$ cat config.mk
export PLATFORM = sky130hd
export DESIGN_NAME = fwd_hazard_unit
export DESIGN_NICKNAME = d
export VERILOG_FILES = /design/src/rtl/fwd_pkg.sv /design/src/rtl/fwd_hazard_unit_select.sv /design/src/rtl/fwd_hazard_unit.sv
export SDC_FILE = /design/constraint.sdc
export NUM_CORES = 1
export LEC_CHECK = 0
export CAP_MARGIN = 40
export CORE_ASPECT_RATIO = 0.5
export CORE_MARGIN = 2
export CORE_UTILIZATION = 47
export DETAILED_ROUTE_END_ITERATION = 6
export HOLD_SLACK_MARGIN = 0.06
export PLACE_DENSITY = 0.71
export SLEW_MARGIN = 20
export SYNTH_ARGS = -nofsm -noshare
export SYNTH_HDL_FRONTEND = slang
export SYNTH_HIERARCHICAL = 1
export SYNTH_SLANG_ARGS = --single-unit
export TNS_END_PERCENT = 5
$ cat constraint.sdc
create_clock -name clk -period 1.9 [get_ports clk]
set_clock_uncertainty 0.1 [all_clocks]
set_input_delay 0.285 -clock clk [delete_from_list [all_inputs] [get_ports clk]]
set_output_delay 0.285 -clock clk [all_outputs]
set_load 0.03 [all_outputs]
$ cat src/rtl/fwd_pkg.sv
// Shared definitions for the forwarding/hazard unit: EX operand-mux select
// codes and the memory-wait FSM state type.
package fwd_pkg;

  localparam logic [1:0] FWD_REGFILE = 2'b00;
  localparam logic [1:0] FWD_EXMEM   = 2'b10;
  localparam logic [1:0] FWD_MEMWB   = 2'b01;

  typedef enum logic {
    RUN      = 1'b0,
    MEM_WAIT = 1'b1
  } mw_state_t;

endpackage

$ cat src/rtl/fwd_hazard_unit_select.sv
// Priority forwarding compare for a single EX operand.
// EX/MEM wins over MEM/WB, loads in MEM have no data yet, and r0 is never
// forwarded.
module fwd_select
  import fwd_pkg::*;
#(
  parameter int REG_AW = 4
) (
  input  logic              ex_valid,
  input  logic [REG_AW-1:0] ex_src,
  input  logic              mem_valid,
  input  logic              mem_wr,
  input  logic              mem_load,
  input  logic [REG_AW-1:0] mem_dst,
  input  logic              wb_valid,
  input  logic              wb_wr,
  input  logic [REG_AW-1:0] wb_dst,
  output logic [1:0]        sel
);

  // choose the youngest older producer of this operand
  always_comb begin
    sel = FWD_REGFILE;
    if (ex_valid) begin
      if (mem_valid && mem_wr && !mem_load && (mem_dst != '0) && (mem_dst == ex_src)) begin
        sel = FWD_EXMEM;
      end else if (wb_valid && wb_wr && (wb_dst != '0) && (wb_dst == ex_src)) begin
        sel = FWD_MEMWB;
      end
    end
  end

endmodule

$ cat src/rtl/fwd_hazard_unit.sv
// Forwarding and hazard unit for the 5-stage pipeline. Tracks EX/MEM/WB
// instruction tags internally and produces EX operand selects, the load-use
// stall/bubble and the data-memory wait freeze.
//
// Memory-wait FSM:
//   state    | meaning
//   RUN      | pipeline advances normally
//   MEM_WAIT | load in MEM waiting on data memory; cnt counts down to release
module fwd_hazard_unit
  import fwd_pkg::*;
#(
  parameter int REG_AW   = 4,
  parameter int NUM_SRC  = 2,
  parameter int LOAD_LAT = 1
) (
  input  logic                      clk,
  input  logic                      rst_n,
  input  logic                      id_valid,
  input  logic [NUM_SRC*REG_AW-1:0] id_src,
  input  logic [REG_AW-1:0]         id_dst,
  input  logic                      id_wr,
  input  logic                      id_is_load,
  input  logic                      flush,
  output logic [NUM_SRC*2-1:0]      fwd_sel,
  output logic                      stall_id,
  output logic                      bubble_ex,
  output logic                      stall_mem
);

  typedef struct packed {
    logic                      valid;
    logic                      wr;
    logic                      load;
    logic [REG_AW-1:0]         dst;
    logic [NUM_SRC*REG_AW-1:0] src;
  } tag_t;

  // LOAD_LAT is limited to 0..3, so LOAD_LAT-1 always fits the 2-bit counter
  localparam logic [1:0] CNT_INIT = (LOAD_LAT > 0) ? 2'(LOAD_LAT - 1) : 2'd0;

  tag_t      ex_q, mem_q, wb_q, id_tag;
  mw_state_t state_q, state_d;
  logic [1:0] cnt_q, cnt_d;
  logic      src_hit, load_use;
  logic      unused_tags;

  assign id_tag = {id_valid, id_wr, id_is_load, id_dst, id_src};

  // does any ID source read the register the EX-stage load is producing
  always_comb begin
    src_hit = 1'b0;
    for (int i = 0; i < NUM_SRC; i++) begin
      if (id_src[i*REG_AW +: REG_AW] == ex_q.dst) src_hit = 1'b1;
    end
  end

  assign load_use  = ex_q.valid && ex_q.load && ex_q.wr && (ex_q.dst != '0) && id_valid && src_hit;
  assign stall_mem = (state_q == MEM_WAIT);
  assign stall_id  = stall_mem | (load_use & ~flush);
  assign bubble_ex = load_use & ~flush & ~stall_mem;

  // tag pipeline: everything holds while the memory wait freezes the pipe
  always_ff @(posedge clk or negedge rst_n) begin
    if (!rst_n) begin
      ex_q  <= '0;
      mem_q <= '0;
      wb_q  <= '0;
    end else if (!stall_mem) begin
      wb_q  <= mem_q;
      mem_q <= ex_q;
      if (id_valid && !load_use && !flush) ex_q <= id_tag;
      else                                 ex_q <= '0;
    end
  end

  // memory-wait state and countdown register
  always_ff @(posedge clk or negedge rst_n) begin
    if (!rst_n) begin
      state_q <= RUN;
      cnt_q   <= 2'd0;
    end else begin
      state_q <= state_d;
      cnt_q   <= cnt_d;
    end
  end

  // enter the wait when a load moves into MEM; leave on terminal count
  always_comb begin
    state_d = state_q;
    cnt_d   = cnt_q;
    case (state_q)
      RUN: begin
        if ((LOAD_LAT > 0) && ex_q.valid && ex_q.load) begin
          state_d = MEM_WAIT;
          cnt_d   = CNT_INIT;
        end
      end
      MEM_WAIT: begin
        if (cnt_q == 2'd0) state_d = RUN;
        else               cnt_d   = cnt_q - 2'd1;
      end
      default: state_d = RUN;
    endcase
  end

  for (genvar g = 0; g < NUM_SRC; g++) begin : g_sel
    fwd_select #(.REG_AW(REG_AW)) u_sel (
      .ex_valid  (ex_q.valid),
      .ex_src    (ex_q.src[g*REG_AW +: REG_AW]),
      .mem_valid (mem_q.valid),
      .mem_wr    (mem_q.wr),
      .mem_load  (mem_q.load),
      .mem_dst   (mem_q.dst),
      .wb_valid  (wb_q.valid),
      .wb_wr     (wb_q.wr),
      .wb_dst    (wb_q.dst),
      .sel       (fwd_sel[g*2 +: 2])
    );
  end

  // WB load flag and the MEM/WB source fields are carried for completeness only
  assign unused_tags = ^{wb_q.load, wb_q.src, mem_q.src};

endmodule

==> metrics.txt, run 1 <==
Synth Instances between 150 and 200; CP peak stage delay around 0.45 ns; initial antenna violation count 0; grt ovf 0; Setup Slack @ Placement -0.410 ns; Die ar. 3960 um^2; Vias around 1200; Synth cell types 29; CTS tree done; reg-to-reg slack, setup about 0.050 ns; NetSw about 0.36 mW; Clk pwr share approximately a third; status complete, but fails checks; CP max stage cell dfrtp_2; met3 Usage GRT about 5.3%; Clock H-tree levels 2; first-pass GRT wire length roughly 6 mm; share of cells above drive strength 1 approximately a third; CP Launch Type flip-flop; grt met2 use ~30%; final worst path period share 122%; DR WL/cell roughly 16 um; gr usage total 20.9%; Post-Syn Area per Cell approximately 10 um^2; flops & latches, synth 31; DRT iter0 DRCs 116; cells along the critical path xnor2_1, nand4_1, a2111oi_4, nor3b_4, buf_6; failing checks setup timing; Die Width 87.0 um; data required time of the critical path 1.51 ns; Tot Pwr approximately 1.4 mW; worst path arrival time about 1.9 ns; Max-cap violations 0; EDFF count, synth 0; initial core utilization approximately 52%; vias in the first global route roughly 1300; Max Fanout on Critical Path 4; row cnt 14; Max Freq roughly 0.43 GHz; Slew Viols, Final 0; CP Capture Type output port; global route hottest layer met1; post-synthesis sequential area ratio between 40% and 50%; register share of total power ~52%; gp weighted congestion roughly 0.80; Residual DRC 0; Worst-path clk slew about 0.070 ns; Worst Setup Slack, final -0.410 ns; worst path buffer plus inverter count 1; Int Pwr between 1 and 1.5 mW; Ys Warns 6; asr flop ratio synth 100%; core box area 3140 um^2; Clock Tree Buf Depth 2; # hold bufs at CTS 0; Mapped Nets approximately 170; Gate power share between 10% and 20%; Sw Ratio ~26%; kind of critical path reg -> out; GR Util met1 30.2%; Skew-Pair Late Insertion Delay 0.28 ns; nets 211; Setup TNS Final -1.05 ns; power density over cell area ~660 nW/um^2; Clock Sinks 31; RSZ-0062 raised after global routing true; Vias/cell 5.34; CTS root buf clkbuf_8; Antenna Nets Post-Route 0; Post-Route WL 3.62 mm; P&R area growth vs syn 31.6%; static leakage approximately 0.95 nW; VDD IR max between 0.0005 and 0.0006 V; I/O Buffers 24; Num CTS Buffers 5; Max transition margin about three quarters; worst slew pin tran ~0.39 ns; top_reg_cell synth dfrtp_1; Ports 25; final setup fails 6; area of the mapped netlist 1620 um^2; largest net degree at the start of global routing 32; Final Hold Fails 0; # fillers 242; HPWL Detailed ~2.5 mm; Final Critical Period ~2.3 ns; CP top delay family flip-flops; DIE HEIGHT between 40 and 50 um; Hold Crit Class in -> reg; n_diodes 0; drt pass-1 iters 4
## placed cells by master (no fill, tap or decap), drive strengths merged, types with 3 or more instances in the layout
master and count:
a2111oi 3, buf 18, clkbuf 7, clkdlybuf4s50 9, dfrtp 31, dlygate4sd2 4
dlymetal6s2s 4, inv 4, mux2 13, nand2 33, nand4 4, nor4 3
o21ai 18, xnor2 14, xor2 8
## cell usage after synthesis, drive strengths merged (2+ instances only)
| master | instances | share of area [%] |
|---|---|---|
| nand3b | 2 | 0.93 |
| nor3 | 2 | 0.62 |
| buf | 3 | 1.2 |
| xor2 | 8 | 4.3 |
| mux2 | 13 | 9.0 |
| nand4 | 4 | 1.5 |
| and3 | 2 | 0.77 |
| clkbuf | 2 | 0.46 |
| o21ai | 18 | 5.6 |
| inv | 4 | 0.93 |
| a2111oi | 3 | 3.6 |
| nand2 | 33 | 7.7 |
| xnor2 | 14 | 7.6 |
| or4 | 2 | 0.93 |
| nor3b | 2 | 0.93 |
| nand3 | 2 | 0.62 |
| dfrtp | 31 | 48 |
| nor4 | 3 | 1.9 |
| or2 | 2 | 0.77 |
## cells by family (layout without fill, tap and decap cells)
family,Yosys count,after routing,share of synthesized area (%)
buffers and inverters,9,47,2.63
and+or+nand+nor,55,55,17.1
xor gates and xnor gates,22,22,11.9
AOI/OAI and AO/OA,23,23,10.0
DFF,31,31,47.9
muxes,14,14,9.66
adders and majority gates,1,1,0.773
## through the flow
step	util (%)	instances	instance area, um^2	hold slack [ns]
2_1_floorplan	-	155	1630	-0.111
3_3_place_gp	62.2	224	1950	0.359
3_5_place_dp	62.2	224	1950	0.394
4_1_cts	66.0	233	2070	0.306
5_1_grt	68.0	233	2130	0.247
6_report	68.0	233	2130	0.225
## worst reg2reg max path, stage by stage (launching register included)
cell and delay [ns]:
dfrtp_2 0.45, xnor2_1 0.19, nand4_1 0.20, a2111oi_4 0.40, buf_4 0.27, o21ai_0 0.11
## metal layers
metal  part of all wire [%]  up-vias  routed length [um]
li1                       -      609                   -
met1                     52      607                1870
met2                     44       24                1600
met3                    3.1        5                 111
met4                   0.97        0                  35
met5                      0        -                   0
## final timing paths
path	from	to	depth (start not counted)
max	ex_q[10]$_DFFE_PN0N_	bubble_ex	5
min	id_src[3]	ex_q[3]$_DFFE_PN0N_	3
max reg2reg	ex_q[10]$_DFFE_PN0N_	ex_q[13]$_DFFE_PN0N_	5
min reg2reg	cnt_q[0]$_DFFE_PN0P_	cnt_q[0]$_DFFE_PN0P_	1
max in group asynchronous	rst_n	mem_q[8]$_DFFE_PN0N_	2
min in group asynchronous	rst_n	ex_q[11]$_DFFE_PN0N_	2
## power by group through the flow
stage	logic, mW	registers, mW	clock network [mW]
after floorplan	0.0937	0.728	0
after global placement	0.172	0.736	0
after detailed placement	0.176	0.737	0
after CTS	0.178	0.727	0.495
after global routing	0.204	0.735	0.546
final	0.185	0.731	0.493
## flip-flops by register name, indices dropped and copies added, names as in the netlist
signal,count
ex_q,15
mem_q,7
wb_q,6
cnt_q,2
stall_mem,1
## final cells by class
class                   count  area (um^2)  area share [%]
clock buffers               7         76.3            3.58
flip-flops and latches     31          785            36.8
repair buffers             35          318            14.9
multi-input cells         115          882            41.4
well taps                  40         50.0            2.35
clock inverters             1         5.00           0.235
inverters                   4         15.0           0.705
## what timing repair did
action | in CTS | in global routing
setup buffers | 1 | 0
setup endpoints to repair | 6 | 21
resized for setup | 14 | 13
pin swaps | 11 | 5
endpoints found under the hold margin | 0 | 0
(Power assumes the default switching activity.)
==> run 2: changes to the inputs <==
- CORE_MARGIN: 2 -> unset
- TNS_END_PERCENT: 5 -> unset
==> run 2 against run 1 <==
The flow still finishes with violations (setup timing). Die area fell by 6.6%. Setup slack got worse by 0.048 ns. Non-clock buffer count rose by 3. First-iteration DRC count fell by 59%. Combinational power rose by 8%. Clock power barely moved. Flip-flop and latch count did not move. Clock-buffer cell count did not move. Register-to-register slack got worse by 0.06 ns. Hold slack improved by 0.070 ns. Routed wire length rose by 3.2%. Largest power group unchanged.
==> metrics.txt, run 2 (synthesized netlist as in run 1, its figures left out) <==
Sw Ratio 25.8% (+0.084 points); Max Freq 0.424 GHz (-2.0%); initial antenna violation count 0 (unchanged); Largest register FFs 15 (unchanged); failing checks setup timing; CP most frequent cell buf_6; CP Capture Type output port; Final Hold Fails 0 (unchanged); DRT iter0 DRCs 47 (-59%); worst path arrival time 1.97 ns (+0.05 ns); commonest non-fill, non-tap cell in the layout nand2_1; share of cells above drive strength 1 38.8% (+6.7 points); Num CTS Buffers 5 (unchanged); DIE HEIGHT 43.5 um (-4.4%); HPWL Detailed 2.46 mm (-2.8%); Reg2Reg Depth 7 (+2); nets 214 (+1.4%); Clock H-tree levels 2 (unchanged); register share of total power 51.2% (-0.7 points); cells along the critical path buf_6, xnor2_2, nand4_1, a2111oi_4, nor3b_4, buf_6; vias in the first global route 1177 (-6.5%); number of cells after detailed placement 223 (-0.45%); Die Width 85.0 um (-2.3%); CP Launch Type flip-flop; Largest regs ex_q x15, mem_q x7, wb_q x6; largest net degree at the start of global routing 32 (unchanged); Clk pwr share 34.7% (-0.3 points); final worst path period share 124% (+2.5 points); post-route insts no fill 236 (+1.3%); most frequent cells in the layout 33 x nand2_1, 27 x dfrtp_1, 16 x o21ai_2; gp weighted congestion 0.761 (-5.3%); RSZ-0062 raised after global routing true; Skew-Pair Late Insertion Delay 0.28 ns (about the same); Hold Crit Class in -> async; Post-Route WL 3.74 mm (+3.2%); Gate power share 14.1% (+1.0 points); worst slew pin tran 0.384 ns (-0.00460 ns); initial core utilization 51.6% (unchanged); gr usage total 21.7% (+0.86 points); static leakage 0.973 nW (+2.1%); core box area 3140 um^2 (unchanged); Worst-path clk slew 0.06 ns (about the same); Antenna Nets Post-Route 0 (unchanged); # hold bufs at CTS 0 (unchanged); data required time of the critical path 1.51 ns (about the same); CP peak stage delay 0.43 ns (-0.02 ns); Int Pwr 1.06 mW (+0.82%); Ports 25 (unchanged); Slew Viols, Final 0 (unchanged); grt ovf 0 (unchanged); Clock Tree Buf Depth 2 (unchanged); CP max stage cell dfrtp_1; Biggest register ex_q; status complete, but fails checks; Tot Pwr 1.42 mW (+0.94%); Die ar. 3700 um^2 (-6.6%); CTS root buf clkbuf_8; NetSw 0.367 mW (+1.3%); power density over cell area 637 nW/um^2 (-3.7%); Worst Setup Slack, final -0.458 ns (-0.0480 ns); kind of critical path reg -> out; Max transition margin 74.2% (+0.094 points); Clock Sinks 31 (unchanged); Max Fanout on Critical Path 3 (-1); I/O Buffers 24 (unchanged); CTS tree done; first-pass GRT wire length 5.89 mm (-1.7%); Residual DRC 0 (unchanged); P&R area growth vs syn 37.9%; Vias 1283 (+3.1%); Vias/cell 5.44 (+1.7%); drt pass-1 iters 4 (unchanged); VDD IR max 0.000321 V (-41%); final setup fails 7 (+1); row cnt 14 (unchanged); Final Critical Period 2.36 ns (+0.0480 ns); DR WL/cell 15.8 um (+1.9%); n_diodes 0 (unchanged); Max-cap violations 0 (unchanged)
-- run 2: cell count changes in the layout (fill, tap and decap cells not counted), moves of 4 or more --
cell and delta:
o21ai_2 +16, clkdlybuf4s50_1 +4, o21ai_0 -12, o21ai_1 -4, dlymetal6s2s_1 -4
-- run 2: repair_timing --
| item | in CTS | in global routing |
|---|---|---|
| buffers inserted | 3 | 1 |
| pin swaps | 12 | 20 |
| endpoints found under the setup margin | 6 | 21 |
| cloned | 0 | 1 |
| gates resized for setup | 14 | 37 |
-- run 2: area by class of cell --
type                    count  area [um^2]
clock buffers               7         76.3
clock inverters             1         5.00
fillers                   235          902
inverters                   4         15.0
multi-input cells         115          927
flip-flops and latches     31          781
well taps                  40         50.0
repair buffers             38          379
-- run 2: routing by layer --
metal  track usage [%]  wire, um  up-vias
li1                  -         -      612
met3              5.14       145        7
met1              31.7      1830      637
met2              31.9      1720       27
met5                 0         0        -
met4              8.14        51        0
-- run 2: worst max-delay path, delay by kind of cell (launching register included) --
family,cells,cell delay [ns]
buffers and inverters,2,0.31
xor gates and xnor gates,1,0.12
AOI/OAI and AO/OA,1,0.43
and+or+nand+nor,2,0.40
DFF,1,0.43
-- run 2: power by group through the flow --
stage | sequential (mW) | clock, mW | combinational [mW]
floorplan | 0.728 | 0 | 0.0937
global placement | 0.735 | 0 | 0.173
detailed placement | 0.736 | 0 | 0.176
CTS | 0.725 | 0.503 | 0.182
global route | 0.733 | 0.532 | 0.218
finish | 0.729 | 0.493 | 0.200
-- run 2: final timing paths --
| path | startpoint | endpoint | slack [ns] |
|---|---|---|---|
| setup reg to reg | ex_q[9]$_DFFE_PN0N_ | ex_q[6]$_DFFE_PN0N_ | -0.01 |
| min in group clk | id_src[4] | ex_q[4]$_DFFE_PN0N_ | 0.33 |
| hold / removal | rst_n | cnt_q[1]$_DFFE_PN0P_ | 0.29 |
| setup / recovery | ex_q[9]$_DFFE_PN0N_ | bubble_ex | -0.46 |
| hold reg to reg | cnt_q[0]$_DFFE_PN0P_ | cnt_q[0]$_DFFE_PN0P_ | 0.39 |
| max in group asynchronous | rst_n | mem_q[8]$_DFFE_PN0N_ | 1.10 |
-- run 2: metrics by stage --
step           instance area [um^2]  TNS, ns  utilization (%)  setup WS [ns]  hold WS, ns
6_report                       2230    -1.23             71.2         -0.458        0.294
5_1_grt                        2230    -3.28             71.2         -0.573        0.322
2_1_floorplan                  1630   -0.110                -         -0.110       -0.111
3_5_place_dp                   1960    -4.05             62.4         -0.433        0.378
3_3_place_gp                   1960    -3.54             62.4         -0.397        0.364
4_1_cts                        2090    -1.16             66.6         -0.438        0.298
